--- src/rtl/uart_cmd_pkg.sv ---
// Shared types and constants for the UART frame command controller.
package uart_cmd_pkg;

  typedef enum logic [3:0] {
    ST_IDLE   = 4'd0,
    ST_CMD    = 4'd1,
    ST_ADDR   = 4'd2,
    ST_LEN    = 4'd3,
    ST_DATA   = 4'd4,
    ST_CHK    = 4'd5,
    ST_COMMIT = 4'd6,
    ST_RUN    = 4'd7,
    ST_DONE   = 4'd8
  } state_t;

  localparam logic [7:0] SYNC_BYTE = 8'hA5;
  localparam logic [7:0] CMD_WRITE = 8'h57;
  localparam logic [7:0] CMD_RUN   = 8'h52;

  localparam logic [2:0] ERR_NONE    = 3'd0;
  localparam logic [2:0] ERR_BAD_CMD = 3'd1;
  localparam logic [2:0] ERR_BAD_LEN = 3'd2;
  localparam logic [2:0] ERR_CHKSUM  = 3'd3;
  localparam logic [2:0] ERR_TIMEOUT = 3'd4;

  // States in which the receiver byte stream is being consumed.
  function automatic logic is_rx_state(input state_t s);
    return (s == ST_IDLE) || (s == ST_CMD) || (s == ST_ADDR) ||
           (s == ST_LEN) || (s == ST_DATA) || (s == ST_CHK);
  endfunction

endpackage

--- src/rtl/uart_cmd_buf.sv ---
// Payload buffer: DEPTH x 8 registers, synchronous write, asynchronous read.
module uart_cmd_buf #(
  parameter int DEPTH = 16,
  parameter int IW    = 4
) (
  input  logic          clk,
  input  logic          rst_n,
  input  logic          wr_en,
  input  logic [IW-1:0] wr_idx,
  input  logic [7:0]    wr_data,
  input  logic [IW-1:0] rd_idx,
  output logic [7:0]    rd_data
);

  logic [7:0] mem [DEPTH];

  always_ff @(posedge clk or negedge rst_n) begin
    if (!rst_n) begin
      for (int i = 0; i < DEPTH; i++) mem[i] <= '0;
    end else if (wr_en && (int'(wr_idx) < DEPTH)) begin
      mem[wr_idx] <= wr_data;
    end
  end

  // Out-of-range indices read as zero (only reachable past the last commit).
  assign rd_data = (int'(rd_idx) < DEPTH) ? mem[rd_idx] : 8'h00;

endmodule

--- src/rtl/uart_cmd_ctrl.sv ---
// Frame parser / loader: sync hunt, checksum, buffered memory commit, CPU start.
// rx handshake: a byte transfers on any cycle where rx_data_valid && rx_data_ready.
module uart_cmd_ctrl
  import uart_cmd_pkg::*;
#(
  parameter int CLK_FRE    = 50,
  parameter int TIMEOUT_US = 1000,
  parameter int MAX_LEN    = 16
) (
  input  logic       clk,
  input  logic       rst_n,
  input  logic [7:0] rx_data,
  input  logic       rx_data_valid,
  output logic       rx_data_ready,
  output logic       mem_wr_en,
  output logic [7:0] mem_addr,
  output logic [7:0] mem_wdata,
  input  logic       mem_ready,
  output logic       cpu_start,
  output logic [7:0] start_addr,
  output logic       frame_ok,
  output logic       frame_err,
  output logic [2:0] err_code,
  output logic       busy,
  output state_t     state_dbg
);

  localparam int         IW          = (MAX_LEN > 1) ? $clog2(MAX_LEN) : 1;
  localparam logic [7:0] MAX_LEN_B   = 8'(MAX_LEN);
  localparam logic [31:0] TIMEOUT_CYC = 32'(CLK_FRE * TIMEOUT_US);

  state_t      state, state_nx;
  logic [7:0]  cmd, addr, len, sum, idx, cidx;
  logic [31:0] tcnt;
  logic [7:0]  buf_rd;
  logic        accept, timeout_hit, err_fire;
  logic [2:0]  err_nx;

  assign accept    = rx_data_valid && rx_data_ready;
  assign state_dbg = state;
  assign timeout_hit = (state != ST_IDLE) && is_rx_state(state) && !accept &&
                       (tcnt == TIMEOUT_CYC - 32'd1);

  uart_cmd_buf #(.DEPTH(MAX_LEN), .IW(IW)) u_buf (
    .clk     (clk),
    .rst_n   (rst_n),
    .wr_en   (state == ST_DATA && accept),
    .wr_idx  (idx[IW-1:0]),
    .wr_data (rx_data),
    .rd_idx  (cidx[IW-1:0]),
    .rd_data (buf_rd)
  );

  always_ff @(posedge clk or negedge rst_n) begin
    if (!rst_n) state <= ST_IDLE;
    else        state <= state_nx;
  end

  always_comb begin
    state_nx = state;
    err_fire = 1'b0;
    err_nx   = ERR_NONE;
    case (state)
      ST_IDLE: if (accept && rx_data == SYNC_BYTE) state_nx = ST_CMD;
      ST_CMD: if (accept) begin
        if (rx_data == CMD_WRITE || rx_data == CMD_RUN) state_nx = ST_ADDR;
        else begin err_fire = 1'b1; err_nx = ERR_BAD_CMD; end
      end
      ST_ADDR: if (accept) state_nx = ST_LEN;
      ST_LEN: if (accept) begin
        if (cmd == CMD_WRITE) begin
          if (rx_data != 8'd0 && rx_data <= MAX_LEN_B) state_nx = ST_DATA;
          else begin err_fire = 1'b1; err_nx = ERR_BAD_LEN; end
        end else begin
          if (rx_data == 8'd0) state_nx = ST_CHK;
          else begin err_fire = 1'b1; err_nx = ERR_BAD_LEN; end
        end
      end
      ST_DATA: if (accept && idx == len - 8'd1) state_nx = ST_CHK;
      ST_CHK: if (accept) begin
        if (rx_data != sum) begin err_fire = 1'b1; err_nx = ERR_CHKSUM; end
        else if (cmd == CMD_WRITE) state_nx = ST_COMMIT;
        else state_nx = ST_RUN;
      end
      // Idle gap after each acknowledged write; leave once all are done.
      ST_COMMIT: if (!mem_wr_en && cidx == len) state_nx = ST_DONE;
      ST_RUN:  state_nx = ST_DONE;
      ST_DONE: state_nx = ST_IDLE;
      default: state_nx = ST_IDLE;
    endcase
    if (timeout_hit) begin
      err_fire = 1'b1;
      err_nx   = ERR_TIMEOUT;
    end
    if (err_fire) state_nx = ST_IDLE;
  end

  always_ff @(posedge clk or negedge rst_n) begin
    if (!rst_n) begin
      rx_data_ready <= 1'b0;
      busy          <= 1'b0;
      mem_wr_en     <= 1'b0;
      mem_addr      <= '0;
      mem_wdata     <= '0;
      cpu_start     <= 1'b0;
      start_addr    <= '0;
      frame_ok      <= 1'b0;
      frame_err     <= 1'b0;
      err_code      <= ERR_NONE;
      cmd           <= '0;
      addr          <= '0;
      len           <= '0;
      sum           <= '0;
      idx           <= '0;
      cidx          <= '0;
      tcnt          <= '0;
    end else begin
      cpu_start     <= 1'b0;
      frame_ok      <= 1'b0;
      frame_err     <= 1'b0;
      rx_data_ready <= is_rx_state(state_nx);
      busy          <= (state_nx != ST_IDLE);

      if (accept || state == ST_IDLE) tcnt <= '0;
      else if (is_rx_state(state))    tcnt <= tcnt + 32'd1;

      if (accept) begin
        case (state)
          ST_IDLE: if (rx_data == SYNC_BYTE) begin
            sum  <= '0;
            idx  <= '0;
            cidx <= '0;
          end
          ST_CMD:  begin cmd  <= rx_data; sum <= sum + rx_data; end
          ST_ADDR: begin addr <= rx_data; sum <= sum + rx_data; end
          ST_LEN:  begin len  <= rx_data; sum <= sum + rx_data; end
          ST_DATA: begin idx  <= idx + 8'd1; sum <= sum + rx_data; end
          default: ;
        endcase
      end

      if (state == ST_CHK && state_nx == ST_COMMIT) begin
        mem_wr_en <= 1'b1;
        mem_addr  <= addr;
        mem_wdata <= buf_rd;
      end
      if (state == ST_CHK && state_nx == ST_RUN) begin
        cpu_start  <= 1'b1;
        start_addr <= addr;
      end

      if (state == ST_COMMIT) begin
        if (mem_wr_en && mem_ready) begin
          mem_wr_en <= 1'b0;
          cidx      <= cidx + 8'd1;
        end else if (!mem_wr_en && cidx != len) begin
          mem_wr_en <= 1'b1;
          mem_addr  <= addr + cidx;
          mem_wdata <= buf_rd;
        end
      end

      if (state_nx == ST_DONE && state != ST_DONE) begin
        frame_ok <= 1'b1;
        err_code <= ERR_NONE;
      end
      if (err_fire) begin
        frame_err <= 1'b1;
        err_code  <= err_nx;
      end
    end
  end

endmodule

--- config.mk ---
export PLATFORM = sky130hd
export DESIGN_NAME = uart_cmd_ctrl
export DESIGN_NICKNAME = d
export VERILOG_FILES = /design/src/rtl/uart_cmd_pkg.sv /design/src/rtl/uart_cmd_buf.sv /design/src/rtl/uart_cmd_ctrl.sv
export SDC_FILE = /design/constraint.sdc
export NUM_CORES = 1
export LEC_CHECK = 0
export ABC_AREA = 1
export BUFFER_PORTS_ARGS = -buffer_cell sky130_fd_sc_hd__buf_2
export CAP_MARGIN = 30
export CORE_MARGIN = 5
export CORE_UTILIZATION = 51
export DETAILED_ROUTE_END_ITERATION = 8
export GPL_ROUTABILITY_DRIVEN = 0
export PLACE_DENSITY = 0.68
export RECOVER_POWER = 25
export SYNTH_ARGS = -nofsm -noshare
export SYNTH_HDL_FRONTEND = slang
export SYNTH_HIERARCHICAL = 1
export SYNTH_SLANG_ARGS = --single-unit
--- constraint.sdc ---
create_clock -name clk -period 2.5 [get_ports clk]
set_input_delay 0.5 -clock clk [delete_from_list [all_inputs] [get_ports clk]]
set_output_delay 0.5 -clock clk [all_outputs]
set_load 0.01 [all_outputs]
==> results.toml <==
[run_status]
status = "finished, violations left"
violations = "capacitance limit, slew limit"

[pwr]
internal_power_w = 0.009045
switchingPower_w = 0.005789
power.total_w = 0.01483
seqPwrFrac_pct = 37.3
power.density_nw_per_um2 = 998.8
combPwrFrac_pct = 36.5
p_leak_nw = 7.394
swShare_pct = 39.02
ir_worst_vdd_uv = 602.3
clock_power_share_pct = 26.2

[sta]
finalSetupViolCount = 0
maxSlewHeadroom_pct = -13.57
finalMaxSlewViolations = 66
hold_ws_ns = 0.3689
fmax_ghz = 0.4405
worstMarginPinSlew_ns = 1.703
period_minus_slack_ns = 2.270
finalHoldViolations = 0
fin_setup_tns_ns = 0
period_share_pct = 90.82
skew_ns = 0.01401
fin_ws_ns = 0.2296
grt_setup_unrepaired = "no"

[synthesis]
synth_edf_count = 0
ys_seq_elements = 245
synth_nets = 1751
yosysSeqAreaShare_pct = 47.10
synth_top_family_by_area = "simple AND/OR/NAND/NOR gates"
synthXorXnorAreaFrac_pct = 1.471
synth_area_leader_cell = "dfrtp_1"
synth_commonest_cells = "496 x nand2_1, 245 x dfrtp_1, 244 x inv_1"
synth-warning-count = 6
synth.distinct_cells = 54
synth_top_area_share_pct = 47.10
syn-instance-count = 1719
yosys.area_share.simple_pct = 28.96
synth_compound_area_share_pct = 10.51
async_flop_share_pct = 100.0
synthMuxAreaShare_pct = 0.1634
netlist_area_sq_um = 13020
post-synth-top-count-cell = "nand2_1"
synth_area_leaders = "dfrtp_1 47%, nand2_1 14%, nand3_1 7.1%, o21ai_0 7.1%, inv_1 7.0%"
synth-adder-area-share_pct = 2.038
ys.flop_type = "dfrtp_1"
syn-mean-instance-area_sq_um = 7.573

[floorplan]
initial_core_util_pct = 51.69
die_h_microns = 169.8
io_pins = 49
row_count = 58
die_w_microns = 169.8
die_area_sq_um = 28820
coreArea_sq_um = 25180

[cells_and_area]
synthToLayoutAreaGrowth_pct = 14.09
registers.top_by_ff_count = "u_buf/mem"
layout-drive-gt1-share_pct = 12.03
largest_reg_flops = 128
nFillCells = 2314
diodes = 0
top_regs = "u_buf/mem: 128 flops, tcnt: 32 flops"
fin_nets = 1834

[clock_tree]
cts_made_buffers = 27
cts-resized-gates = 0
root_buffer = "clkbuf_16"
clockBufferDepth = 3
htree_levels = 1
cts_tree = "built"
cts.sink_count = 245
cts_setup_buffers = 0
clkTransAtPathRegs_ns = 0.06
insertion_delay_ns = 0.53

[setup_path]
start_kind = "register"
cp.required_ns = 2.92
cp.arrival_ns = 2.69
path_cells = "ha_1, nor2_1, nand2_1, nor2_1, nand4_1, nand2_1, nand3_1, nor2_1, nand2_2, nand2_8, clkinv_2, nand2_4, inv_4, nand2_1, nand2_1"
timing.rr.start = "sum[5]"
r2r_end = "start_addr[5]"
critPathCaptureType = "register"
r2r_setup_slack_ns = 0.23
cp_max_fo = 10
worstRegToRegCells = 15
criticalPathCategory = "reg2reg"
critPathMaxStageDelay_ns = 0.40
crit_top_cell = "nand2_1"
crit_path_top_delay_cell = "dfrtp_1"

[place]
portBuffers = 48
pre_cts_ws_ns = 0.04085
hpwlAfterDp_mm = 23.46

[global_route]
overflow = 0
antenna_found_initial = 0
grt_max_degree = 69
grt_pass1_wl_mm = 56.26
grt_use_total_pct = 23.82
grt_pass1_vias = 11010

[detailed_routing]
totalWireLength_mm = 33.70
viasPerCell = 5.310
drt_iter0_markers = 920
drt_pass1_iterations = 6
ant_nets = 0
drc = 0
vias = 11420
wl_per_cell_microns = 15.67

[worst_hold_path]
min_path_type = "in2reg"
hold_end = "sum[0]"
min_path_cells = 4
min_from = "rx_data[0]"

[run]
cap_violations = 1
==> worst max-delay path by stage <==
stage          depth (start not counted)             to  slack, ns        from
3_5_place_dp                          16  start_addr[5]       0.04  rx_data[5]
2_1_floorplan                         16    mem_addr[3]       0.34  rx_data[4]
5_1_grt                               15  start_addr[0]      0.006      sum[5]
3_3_place_gp                          16  start_addr[2]       0.09  rx_data[5]
4_1_cts                               15  start_addr[5]       0.25      sum[5]
6_report                              15  start_addr[5]       0.23      sum[5]
==> per-layer routing <==
layer / vias up / wire length, microns / GRT usage, %
met5: - / 0 / 0
met4: 0 / 786 / 6.650
met3: 61 / 2238 / 3.494
met2: 326 / 15100 / 37.53
met1: 5398 / 15570 / 34.63
li1: 5636 / - / -
==> repair_timing <==
| action | 4_1_cts | 5_1_grt |
|---|---|---|
| setup endpoints to repair | 0 | 0 |
| endpoints found under the hold margin | 64 | 0 |
| hold buffers | 1 | 0 |
==> power groups by stage <==
stage / Combinational [W] / Sequential, W / Clock [W]
5_1_grt: 0.00612 / 0.00563 / 0.00416
4_1_cts: 0.00540 / 0.00552 / 0.00396
6_report: 0.00542 / 0.00553 / 0.00389
3_3_place_gp: 0.00526 / 0.00556 / 0
2_1_floorplan: 0.00373 / 0.00542 / 0
3_5_place_dp: 0.00536 / 0.00558 / 0
==> critical path, delay by kind of cell (launching register included) <==
family | cells | cell delay, ns
flip-flops | 1 | 0.40
buffers and inverters | 2 | 0.20
AND/OR/NAND/NOR | 12 | 1.25
adder cells (fa/ha/maj) | 1 | 0.32
==> area by class of cell <==
type | count | area [sq um] | area share, %
inverter | 261 | 987.2 | 6.647
tap | 330 | 412.9 | 2.780
clock buffer | 36 | 749.5 | 5.046
timing repair buffer | 117 | 839.6 | 5.653
clock inverter | 12 | 115.1 | 0.7751
multi-input combinational | 1150 | 5615 | 37.81
sequential | 245 | 6132 | 41.29
==> cells in the final DEF, fill, tap and decap left out, types with 21 or more instances in the layout <==
| master | count |
|---|---|
| nand2_1 | 496 |
| inv_1 | 244 |
| dfrtp_1 | 244 |
| nand4_1 | 21 |
| nand3_1 | 185 |
| a21oi_1 | 46 |
| buf_2 | 48 |
| clkbuf_16 | 27 |
| o21ai_0 | 185 |
| buf_4 | 61 |
| nor2_1 | 75 |
==> kinds of logic (layout without fill, tap and decap cells) <==
group / count (synthesis) / count (layout)
xor+xnor: 21 / 21
flops: 245 / 245
mux: 2 / 2
fa+ha+maj: 20 / 20
buf+inv: 324 / 426
simple gates: 848 / 848
compound gates: 259 / 259
==> metrics by stage <==
step | cell area [sq um] | utilization (%) | instances
after global placement | 14000 | 55.58 | 2102
after CTS | 14870 | 59.05 | 2151
after detailed placement | 14000 | 55.58 | 2102
after global routing | 14850 | 58.98 | 2151
final | 14850 | 58.98 | 2151
after floorplan | 13020 | - | 1719
(Power assumes the default switching activity.)
